File: config.mk
export PLATFORM = sky130hd
export DESIGN_NAME = fir_tapline
export DESIGN_NICKNAME = d
export VERILOG_FILES = /design/src/rtl/fir_tapline.sv
export SDC_FILE = /design/constraint.sdc
export NUM_CORES = 1
export LEC_CHECK = 0
export BUFFER_PORTS_ARGS = -buffer_cell sky130_fd_sc_hd__buf_2
export CORE_ASPECT_RATIO = 0.9
export CORE_MARGIN = 5
export CORE_UTILIZATION = 45
export DETAILED_ROUTE_END_ITERATION = 10
export PLACE_DENSITY = 0.58
export SYNTH_ARGS = -nofsm -noshare
export SYNTH_HDL_FRONTEND = slang
export SYNTH_SLANG_ARGS = --single-unit
File: constraint.sdc
create_clock -name clk -period 9.8 [get_ports clk]
set_clock_uncertainty 0.15 [all_clocks]
set_input_delay 2.45 -clock clk [delete_from_list [all_inputs] [get_ports clk]]
set_output_delay 2.45 -clock clk [all_outputs]
set_load 0.02 [all_outputs]
File: src/rtl/fir_tapline.sv
// N-tap signed direct-form FIR with a valid-qualified sample path, a serially loaded
// double-buffered coefficient bank, saturating output and a 3-stage pipeline.
module fir_tapline #(
   parameter int TAP_SIZE    = 6,
   parameter int NBR_OF_TAPS = 3,
   parameter int X_N_SIZE    = 8,
   parameter int Y_N_SIZE    = 14
) (
   input  logic                       clk,
   input  logic                       reset_n,
   input  logic signed [X_N_SIZE-1:0] x_n,
   input  logic                       s_axis_fir_tvalid,
   input  logic                       s_set_coeffs,
   input  logic signed [TAP_SIZE-1:0] coef_in,
   input  logic                       coef_valid,
   input  logic                       clear,
   output logic signed [Y_N_SIZE-1:0] y_n,
   output logic                       m_axis_fir_tvalid,
   output logic                       sat,
   output logic                       coef_loaded,
   output logic                       busy_cfg
);

   localparam int PROD_W = TAP_SIZE + X_N_SIZE;
   localparam int ACC_W  = PROD_W + $clog2(NBR_OF_TAPS);
   localparam int EXT_W  = (ACC_W > Y_N_SIZE) ? ACC_W : Y_N_SIZE;
   localparam int CNT_W  = $clog2(NBR_OF_TAPS);

   localparam logic [CNT_W-1:0]        LAST_IDX = CNT_W'(NBR_OF_TAPS - 1);
   localparam logic signed [EXT_W-1:0] Y_MAX    = {{(EXT_W-Y_N_SIZE+1){1'b0}}, {(Y_N_SIZE-1){1'b1}}};
   localparam logic signed [EXT_W-1:0] Y_MIN    = {{(EXT_W-Y_N_SIZE+1){1'b1}}, {(Y_N_SIZE-1){1'b0}}};

   typedef enum logic [1:0] {IDLE, LOAD, COMMIT, WAIT} cfg_state_t;

   cfg_state_t                 state;
   logic [CNT_W-1:0]           cnt;
   logic signed [TAP_SIZE-1:0] shadow [NBR_OF_TAPS];
   logic signed [TAP_SIZE-1:0] active [NBR_OF_TAPS];

   logic signed [X_N_SIZE-1:0] dly    [NBR_OF_TAPS];
   logic signed [PROD_W-1:0]   prod_c [NBR_OF_TAPS];
   logic signed [PROD_W-1:0]   prod   [NBR_OF_TAPS];
   logic                       v_dly;
   logic                       v_prod;

   logic signed [EXT_W-1:0]    acc;
   logic signed [Y_N_SIZE-1:0] y_c;
   logic                       sat_c;

   always_ff @(posedge clk) begin
      if (!reset_n) begin
         state       <= IDLE;
         cnt         <= '0;
         coef_loaded <= 1'b0;
         busy_cfg    <= 1'b0;
         for (int unsigned i = 0; i < NBR_OF_TAPS; i++) begin
            shadow[i] <= '0;
            active[i] <= '0;
         end
         active[0] <= TAP_SIZE'(1);
      end else begin
         coef_loaded <= 1'b0;
         case (state)
            IDLE: begin
               cnt <= '0;
               if (s_set_coeffs) begin
                  state    <= LOAD;
                  busy_cfg <= 1'b1;
               end
            end
            LOAD: begin
               if (!s_set_coeffs) begin
                  state    <= IDLE;
                  busy_cfg <= 1'b0;
                  cnt      <= '0;
                  for (int unsigned i = 0; i < NBR_OF_TAPS; i++) begin
                     shadow[i] <= '0;
                  end
               end else if (coef_valid) begin
                  shadow[cnt] <= coef_in;
                  cnt         <= cnt + 1'b1;
                  if (cnt == LAST_IDX) begin
                     state <= COMMIT;
                  end
               end
            end
            COMMIT: begin
               for (int unsigned i = 0; i < NBR_OF_TAPS; i++) begin
                  active[i] <= shadow[i];
               end
               coef_loaded <= 1'b1;
               cnt         <= '0;
               state       <= WAIT;
            end
            WAIT: begin
               if (!s_set_coeffs) begin
                  state    <= IDLE;
                  busy_cfg <= 1'b0;
               end
            end
            default: begin
               state    <= IDLE;
               busy_cfg <= 1'b0;
            end
         endcase
      end
   end

   always_ff @(posedge clk) begin
      if (!reset_n || clear) begin
         v_dly <= 1'b0;
         for (int unsigned i = 0; i < NBR_OF_TAPS; i++) begin
            dly[i] <= '0;
         end
      end else begin
         v_dly <= s_axis_fir_tvalid;
         if (s_axis_fir_tvalid) begin
            dly[0] <= x_n;
            for (int unsigned i = 1; i < NBR_OF_TAPS; i++) begin
               dly[i] <= dly[i-1];
            end
         end
      end
   end

   // The whole bank is read at this stage only, so every output uses a single bank.
   always_comb begin
      for (int unsigned k = 0; k < NBR_OF_TAPS; k++) begin
         prod_c[k] = $signed({{X_N_SIZE{active[k][TAP_SIZE-1]}}, active[k]}) *
                     $signed({{TAP_SIZE{dly[k][X_N_SIZE-1]}}, dly[k]});
      end
   end

   always_ff @(posedge clk) begin
      if (!reset_n) begin
         v_prod <= 1'b0;
         for (int unsigned k = 0; k < NBR_OF_TAPS; k++) begin
            prod[k] <= '0;
         end
      end else begin
         v_prod <= v_dly & ~clear;
         for (int unsigned k = 0; k < NBR_OF_TAPS; k++) begin
            prod[k] <= prod_c[k];
         end
      end
   end

   always_comb begin
      acc = '0;
      for (int unsigned k = 0; k < NBR_OF_TAPS; k++) begin
         acc = acc + {{(EXT_W-PROD_W){prod[k][PROD_W-1]}}, prod[k]};
      end
      sat_c = 1'b0;
      y_c   = Y_N_SIZE'(acc);
      if (acc > Y_MAX) begin
         sat_c = 1'b1;
         y_c   = Y_N_SIZE'(Y_MAX);
      end else if (acc < Y_MIN) begin
         sat_c = 1'b1;
         y_c   = Y_N_SIZE'(Y_MIN);
      end
   end

   always_ff @(posedge clk) begin
      if (!reset_n) begin
         y_n               <= '0;
         sat               <= 1'b0;
         m_axis_fir_tvalid <= 1'b0;
      end else begin
         m_axis_fir_tvalid <= v_prod & ~clear;
         if (v_prod && !clear) begin
            y_n <= y_c;
            sat <= sat_c;
         end
      end
   end

endmodule

==> Word-level counts from Yosys, hierarchy flattened <==
Memories as Yosys holds them, arrays and structs flattened.
Index checks and enable logic that the tools add are counted.
{ "totals": {"ff_bits": 24, "mem_bits_rw": 102, "in_bits": 20, "out_inout_bits": 18, "mem_count": 4} }
{ "mem_list": {"columns": ["name", "depth", "word_bits", "rd", "rd_ports_with_merged_regs", "write_ports", "line", "rtl"], "rows": [
  ["prod", 3, 14, 3, 0, 3, "42", "logic signed [PROD_W-1:0] prod [NBR_OF_TAPS];"],
  ["dly", 3, 8, 3, 0, 3, "40", "logic signed [X_N_SIZE-1:0] dly [NBR_OF_TAPS];"],
  ["active", 3, 6, 3, 0, 3, "38", "logic signed [TAP_SIZE-1:0] active [NBR_OF_TAPS];"],
  ["shadow", 3, 6, 3, 0, 3, "37", "logic signed [TAP_SIZE-1:0] shadow [NBR_OF_TAPS];"]
]} }
{ "classes": {"add_sub_neg": 3, "n_mul": 3, "order_cmp": 2, "n_eq_ne": 9, "mux": 51, "n_bitwise": 16, "n_reduce_logical": 13} }
{ "ops": {"columns": ["cell", "n"], "rows": [
  ["14-bit 2-to-1 mux", 5],
  ["6-bit 2-to-1 mux", 8],
  ["6-bit by 8-bit multiplier with 14-bit output", 3],
  ["1-bit 2-to-1 mux", 24],
  ["8-bit 2-to-1 mux", 3],
  ["15-bit by 14-bit adder with 16-bit output", 1],
  ["16-bit by 14-bit greater-than comparator with 1-bit output (second input constant)", 1],
  ["16-bit by 14-bit less-than comparator with 1-bit output (second input constant)", 1],
  ["2-bit 2-to-1 mux", 8],
  ["14-bit by 14-bit adder with 15-bit output", 1],
  ["1-bit bitwise OR", 13],
  ["2-bit one-hot mux with 4 select lines", 1],
  ["2-bit equality test (second input constant)", 3],
  ["2-bit inequality test (second input constant)", 3],
  ["3-bit inequality test (second input constant)", 2],
  ["6-bit OR reduction", 1],
  ["2-bit one-hot mux with 2 select lines", 1],
  ["4-bit AND reduction", 1],
  ["2-bit nonzero test", 2],
  ["2-bit OR reduction", 2],
  ["3-bit AND reduction", 1],
  ["2-bit by 1-bit adder with 2-bit output (second input constant)", 1],
  ["1-bit bitwise AND", 2],
  ["2-bit by 1-bit equality test with 1-bit output (second input constant)", 1],
  ["other kinds (7)", 8]
]} }

==> Depth between registers and ports, before layout <==
Gate-level depths: netlist (run 1).
{ "logic_depth": {"depth_word": 7, "ltp_mapped": 18, "depth_no_buf": 18} }

==> Worst setup path after synthesis (run 1) <==
No wires, ideal clock.
{ "synth_timing": {"kind": "reg-to-reg", "from": "memory active[0][2]", "to": "memory prod[0][13] (netlist name)", "setup_time_ns": 0.115, "arrival_ns": 4.539, "required_ns": 9.535, "setup_slack_ns": 4.996, "path_stages_with_launch": 19, "n_path_buf": 0, "period_less_slack_ns": 4.804, "cell_sequence": "edfxtp_1 and2_1 fa_1 inv_1 fa_1 inv_1 fa_1 inv_1 fa_1 inv_1 ha_1 a21o_1 a21oi_1 o21ai_1 a2111oi_0 nor3_1 a31oi_1 xnor2_1 and2_1"} }
{ "synth_rtl": {"columns": ["item", "line"], "rows": [
  ["start: declaration", "38"],
  ["end: declaration", "42"]
]} }

==> results.sh, run 1 <==
export IMPL_grt_max_degree=62
export IMPL_avgSynthCellArea_um2=10.5
export IMPL_die_width_um=170
export IMPL_core_area_um2=22500
export IMPL_io_pins=38
export IMPL_yosys_top_cells_area="fa_1, edfxtp_1, dfxtp_1"
export IMPL_critPathCaptureType="register"
export IMPL_hp_class="register to register"
export IMPL_busiest_layer="met2"
export IMPL_grt_setup_unrepaired="no"
export IMPL_layout_drive_gt1_share_pct=8.65
export IMPL_cts_resized=0
export IMPL_power_total_mw=1.74
export IMPL_met3_usage_pct=3.83
export IMPL_grt_pass1_wl_mm=34.1
export IMPL_netlist_area_leader_share_pct=22.7
export IMPL_ctsHoldBuffers=0
export IMPL_synth_top_flop_cell="dfxtp_1"
export IMPL_finalNonFillerCells=1337
export IMPL_timing_rr_start="active[0][8]$_SDFFCE_PN0P_"
export IMPL_timing_fmax_mhz=198
export IMPL_die_height_um=154
export IMPL_worstPathRequired_ps=9960
export IMPL_fin_crit_ps=5040
export IMPL_synthTopCellsByCount="and2_1, inv_1, fa_1, ha_1, dfxtp_1"
export IMPL_yosys_area_top_type="fa_1"
export IMPL_fillCellCount=2128
export IMPL_synth_edf_count=60
export IMPL_drt_iter0_drc=236
export IMPL_dpl_cell_count=1305
export IMPL_finish_utilization_pct=50.6
export IMPL_maxCapViolations=0
export IMPL_yosysMostFrequentCell="and2_1"
export IMPL_grt_ovfl_total=0
export IMPL_synth_distinct_cells=56
export IMPL_worstSetupStartpoint="active[0][8]$_SDFFCE_PN0P_"
export IMPL_cts_tree="built"
export IMPL_final_cell_area_um2=11400
export IMPL_p_leak_nw=5.55
export IMPL_grt_util_met2_pct=25.1
export IMPL_initial_utilization_pct=45.9
export IMPL_ys_warn_count=0
export IMPL_hpwlAfterDp_mm=16.5
export IMPL_portBuffers=37
export IMPL_setup_violations=0
export IMPL_antenna_found_initial=0
export IMPL_hold_viol_final=0
export IMPL_cts_root_buf="clkbuf_16"
export IMPL_routed_wl_mm=20.2
export IMPL_grt_usage_pct=16.3
export IMPL_gp_congestion=0.809
export IMPL_drc=0
export IMPL_path_max_fanout=8
export IMPL_cts_htree_levels=4
export IMPL_vias=6619
export IMPL_die_area_um2=26100
export IMPL_postRouteAntennaNets=0
export IMPL_clock_latency_ps=410
export IMPL_clk_pin_slew_ps=60
export IMPL_cts_setup_buffers=0
export IMPL_nets=1256
export IMPL_num_antenna_cells=0
export IMPL_max_slew_margin_pct=23.9
export IMPL_async_flop_share_pct=0
export IMPL_grt_pass1_vias=6826
export IMPL_ys_ff_latch=126
export IMPL_synth_cells=985
export IMPL_start_kind="register"
export IMPL_place_area_um2=10800
export IMPL_slew_violations=0
export IMPL_cts_buffers=17
export IMPL_ir_worst_vdd_mv=0.140
export IMPL_area_growth_pct=10.4
export IMPL_rows=52
export IMPL_crit_arrival_ps=5200
export IMPL_syn_cell_area_um2=10300
export IMPL_hp_start="y_n[2]$_SDFFE_PN0P_"
export IMPL_tightest_slew_ps=1140
export IMPL_power_density_nw_per_um2=152
export IMPL_fin_tns_setup_ps=0
export IMPL_outcome="completed"
export IMPL_worstSetupPathType="register to register"
export IMPL_finalCritPeriodShare_pct=51.4
export IMPL_routedWlPerCell_um=15.1
export IMPL_drtPass1Iterations=5
export IMPL_synth_fp_nets=1214
export IMPL_use_met1_pct=23.3
export IMPL_yosysSeqAreaShare_pct=30.3
export IMPL_cts_buffer_depth=2
export IMPL_viasPerCell=4.95
export IMPL_clkSinkCount=126
final timing paths:
kind,depth (start not counted),to,slack (ps)
max,18,prod[0][27]$_SDFF_PN0_,4760
min,2,y_n[2]$_SDFFE_PN0P_,330
min reg2reg,2,y_n[2]$_SDFFE_PN0P_,330
max reg2reg,18,prod[0][27]$_SDFF_PN0_,4760
worst max-delay path, stage by stage (launching register included):
cell	delay, ps
edfxtp_1	480
and2_1	200
fa_1	540
inv_1	50
fa_1	480
inv_1	50
fa_1	520
inv_1	50
fa_1	550
inv_1	60
ha_1	280
a21o_1	180
a21oi_1	220
o21ai_1	110
a2111oi_0	430
nor3_1	150
a31oi_1	210
xnor2_1	80
and2_1	150
routing by layer:
metal  vias to the layer above  wire length (µm)
met5                         -                 0
met4                         0               269
met3                        15               904
met2                        96              9250
met1                      3194              9820
li1                       3314                 -
state kept, by name (all words and copies together), names as in the netlist, named ones only:
name	cells
cnt	2
coef_loaded	1
v_prod	1
m_axis_fir_tvalid	1
prod	42
busy_cfg	1
state	1
sat	1
active	18
dly	24
v_dly	1
y_n	14
shadow	18
stage by stage:
stage	hold WS, ps	worst slack (ps)
after floorplan	256	5000
after global placement	317	4810
after detailed placement	320	4710
after CTS	330	4710
after global routing	354	4360
final	329	4760
cells by family after synthesis:
group	after synthesis	share of synthesized area, %
and+or+nand+nor	338	18.3
adders and majority gates	209	33.8
buffers and inverters	151	5.71
DFF	126	30.3
AOI/OAI and AO/OA	114	7.84
xor gates and xnor gates	43	3.65
muxes	4	0.388
report_power, final:
part / internal, mW / leakage (nW) / switching [mW]
registers: 0.588 / 1.19 / 0.0332
clock network: 0.338 / 0.281 / 0.262
logic: 0.214 / 4.08 / 0.301
area by class of cell:
cell class / count / area [µm²] / area share, %
clock buffers: 17 / 425 / 3.73
inverters: 132 / 495 / 4.35
multi-input cells: 708 / 6610 / 58.0
flip-flops and latches: 126 / 3120 / 27.4
clock inverters: 15 / 143 / 1.25
well taps: 297 / 372 / 3.26
repair buffers: 42 / 223 / 1.95
cell usage in the layout (no fill, tap or decap), types with 6 or more instances in the layout:
cell / count
o21ai_0: 21
nor3_1: 8
inv_8: 6
nor2b_1: 13
nor2_1: 30
nand3_1: 17
edfxtp_1: 60
inv_1: 130
xor2_1: 14
and3_1: 47
buf_2: 37
o21ai_1: 6
nor3b_1: 6
dfxtp_1: 66
a21oi_1: 33
xnor2_1: 29
clkbuf_16: 17
nand2_1: 52
a31oi_1: 6
fa_1: 117
a21o_1: 14
and2_1: 143
ha_1: 92
nand2b_1: 16
(Power assumes the default switching activity.)
==> run 2, diff against run 1 <==
- clock period: 9.8 -> 5 ns (I/O delays scaled with it)
==> run 2 against run 1 <==
Against the previous run:
- sequential power rose by 93%
- power rose by 98%
- via count rose by 1.8%
- critical path depth did not move
- final area rose by 2.8%
- non-clock buffer count rose by 38
- flip-flop and latch count did not move
- final cell count rose by 2.8%
- routed wire length rose by 1.7%
- setup slack got worse by 4500 ps
- critical path type unchanged
- largest cell class unchanged
==> results.sh, run 2 (synthesis gave the netlist of run 1 again) <==
export IMPL_outcome="completed"
export IMPL_gp_congestion=0.812
export IMPL_power_total_mw=3.44
export IMPL_rows=52
export IMPL_slowest_delay_ps=530
export IMPL_postRouteAntennaNets=0
export IMPL_path_max_fanout=2
export IMPL_area_growth_pct=13.4
export IMPL_final_cell_area_um2=11700
export IMPL_largest_reg_flops=42
export IMPL_drt_iter0_drc=297
export IMPL_multi_input_area_um2=6650
export IMPL_grt_max_degree=55
export IMPL_crit_chain="and2_1, fa_1, inv_1, fa_1, inv_1, fa_1, inv_1, fa_1, inv_1, ha_1, a21o_1, a21oi_2, o21ai_1, a2111oi_2, nor3_1, a31oi_1, xnor2_1, and2_1"
export IMPL_setup_violations=0
export IMPL_slew_violations=0
export IMPL_vias=6736
export IMPL_power_switching_mw=1.18
export IMPL_routed_wl_mm=20.6
export IMPL_hold_viol_final=0
export IMPL_drc=0
export IMPL_timing_fmax_mhz=209
export IMPL_routedWlPerCell_um=15.0
export IMPL_nets=1294
export IMPL_worstPathRequired_ps=5170
export IMPL_cpLargestDelayFamily="adder cells"
export IMPL_hp_start="v_dly$_SDFF_PP0_"
export IMPL_worstSetupPathType="register to register"
export IMPL_tightest_slew_ps=970
export IMPL_grt_pass1_vias=6837
export IMPL_combPwrFrac_pct=30.4
export IMPL_start_kind="register"
export IMPL_switching_share_pct=34.5
export IMPL_die_height_um=154
export IMPL_ff_latch_area_um2=3120
export IMPL_grt_pass1_wl_mm=34.7
export IMPL_cts_htree_levels=4
export IMPL_place_area_um2=11100
export IMPL_fin_crit_ps=4780
export IMPL_timing_rr_start="dly[0][11]$_SDFFCE_PN0P_"
export IMPL_initial_utilization_pct=45.9
export IMPL_power_density_nw_per_um2=293
export IMPL_p_seq_share_pct=34.9
export IMPL_fillCellCount=2083
export IMPL_die_area_um2=26100
export IMPL_worstSetupStartpoint="dly[0][11]$_SDFFCE_PN0P_"
export IMPL_p_int_mw=2.25
export IMPL_p_leak_nw=5.75
export IMPL_place_ws_ps=-4.01
export IMPL_clock_latency_ps=430
export IMPL_timing_final_ws_setup_ps=224
export IMPL_finalCritPeriodShare_pct=95.5
export IMPL_max_slew_margin_pct=35.1
export IMPL_layout_common_cells="and2_1, inv_1, fa_1"
export IMPL_hp_class="register to register"
export IMPL_crit_slowest_cell="fa_1"
export IMPL_layout_drive_gt1_share_pct=12.5
export IMPL_core_area_um2=22500
export IMPL_crit_buf_inv=4
export IMPL_drtPass1Iterations=4
export IMPL_hpwlAfterDp_mm=16.8
export IMPL_die_width_um=170
export IMPL_antenna_found_initial=1
export IMPL_maxCapViolations=0
export IMPL_cts_buffers=17
export IMPL_critPathCaptureType="register"
export IMPL_portBuffers=37
export IMPL_ir_worst_vdd_mv=0.195
export IMPL_final_common_cell="and2_1"
export IMPL_cts_root_buf="clkbuf_16"
export IMPL_cts_buffer_depth=2
export IMPL_grt_ovfl_total=0
export IMPL_crit_arrival_ps=4940
export IMPL_cts_tree="built"
export IMPL_num_antenna_cells=0
export IMPL_clkPwrFrac_pct=34.7
export IMPL_regMostFlops="prod"
export IMPL_grt_usage_pct=16.6
export IMPL_clk_pin_slew_ps=60
export IMPL_top_regs="prod: 42 flops, dly: 24 flops"
export IMPL_hold_slack_ps=298
export IMPL_viasPerCell=4.90
export IMPL_clkSinkCount=126
export IMPL_io_pins=38
export IMPL_grt_setup_unrepaired="no"
-- run 2: per-layer routing --
metal	vias to the layer above	GRT usage (%)	routed length [µm]
met3	17	3.41	608
met4	0	4.02	247
met2	81	25.7	9300
met5	-	0	0
met1	3251	24.1	10400
li1	3387	-	-
-- run 2: stage by stage --
| stage | utilization [%] | TNS (ps) | cells |
|---|---|---|---|
| after global placement | 49.3 | 0 | 1342 |
| after detailed placement | 49.3 | -4.01 | 1342 |
| after global routing | 52.0 | 0 | 1375 |
| final | 52.0 | 0 | 1375 |
| after floorplan | - | 0 | 985 |
| after CTS | 51.8 | 0 | 1374 |
-- run 2: power groups by stage --
stage | combinational (mW) | clock [mW] | sequential, mW
6_report | 1.05 | 1.19 | 1.20
5_1_grt | 1.20 | 1.28 | 1.21
4_1_cts | 1.06 | 1.22 | 1.20
3_5_place_dp | 1.05 | 0 | 1.22
3_3_place_gp | 1.04 | 0 | 1.22
2_1_floorplan | 0.812 | 0 | 1.22
-- run 2: path summary, 6_finish.rpt --
path / to / slack (ps) / cells past startpoint
setup / recovery: prod[0][27]$_SDFF_PN0_ / 220 / 18
hold / removal: v_prod$_SDFF_PN0_ / 300 / 1
setup reg to reg: prod[0][27]$_SDFF_PN0_ / 220 / 18
hold reg to reg: v_prod$_SDFF_PN0_ / 300 / 1
-- run 2: layout make-up --
class | instances | area share, %
flip-flops and latches | 126 | 26.7
inverters | 132 | 4.23
well taps | 297 | 3.17
clock inverters | 15 | 1.20
multi-input cells | 708 | 56.8
clock buffers | 17 | 3.63
repair buffers | 80 | 4.34
-- run 2: timing repair --
| action | CTS | global route |
|---|---|---|
| resized for setup | 1 | 9 |
| setup endpoints to repair | 1 | 5 |
| setup buffers | 0 | 1 |
| hold buffers | 0 | 0 |
| pin swaps | 0 | 3 |
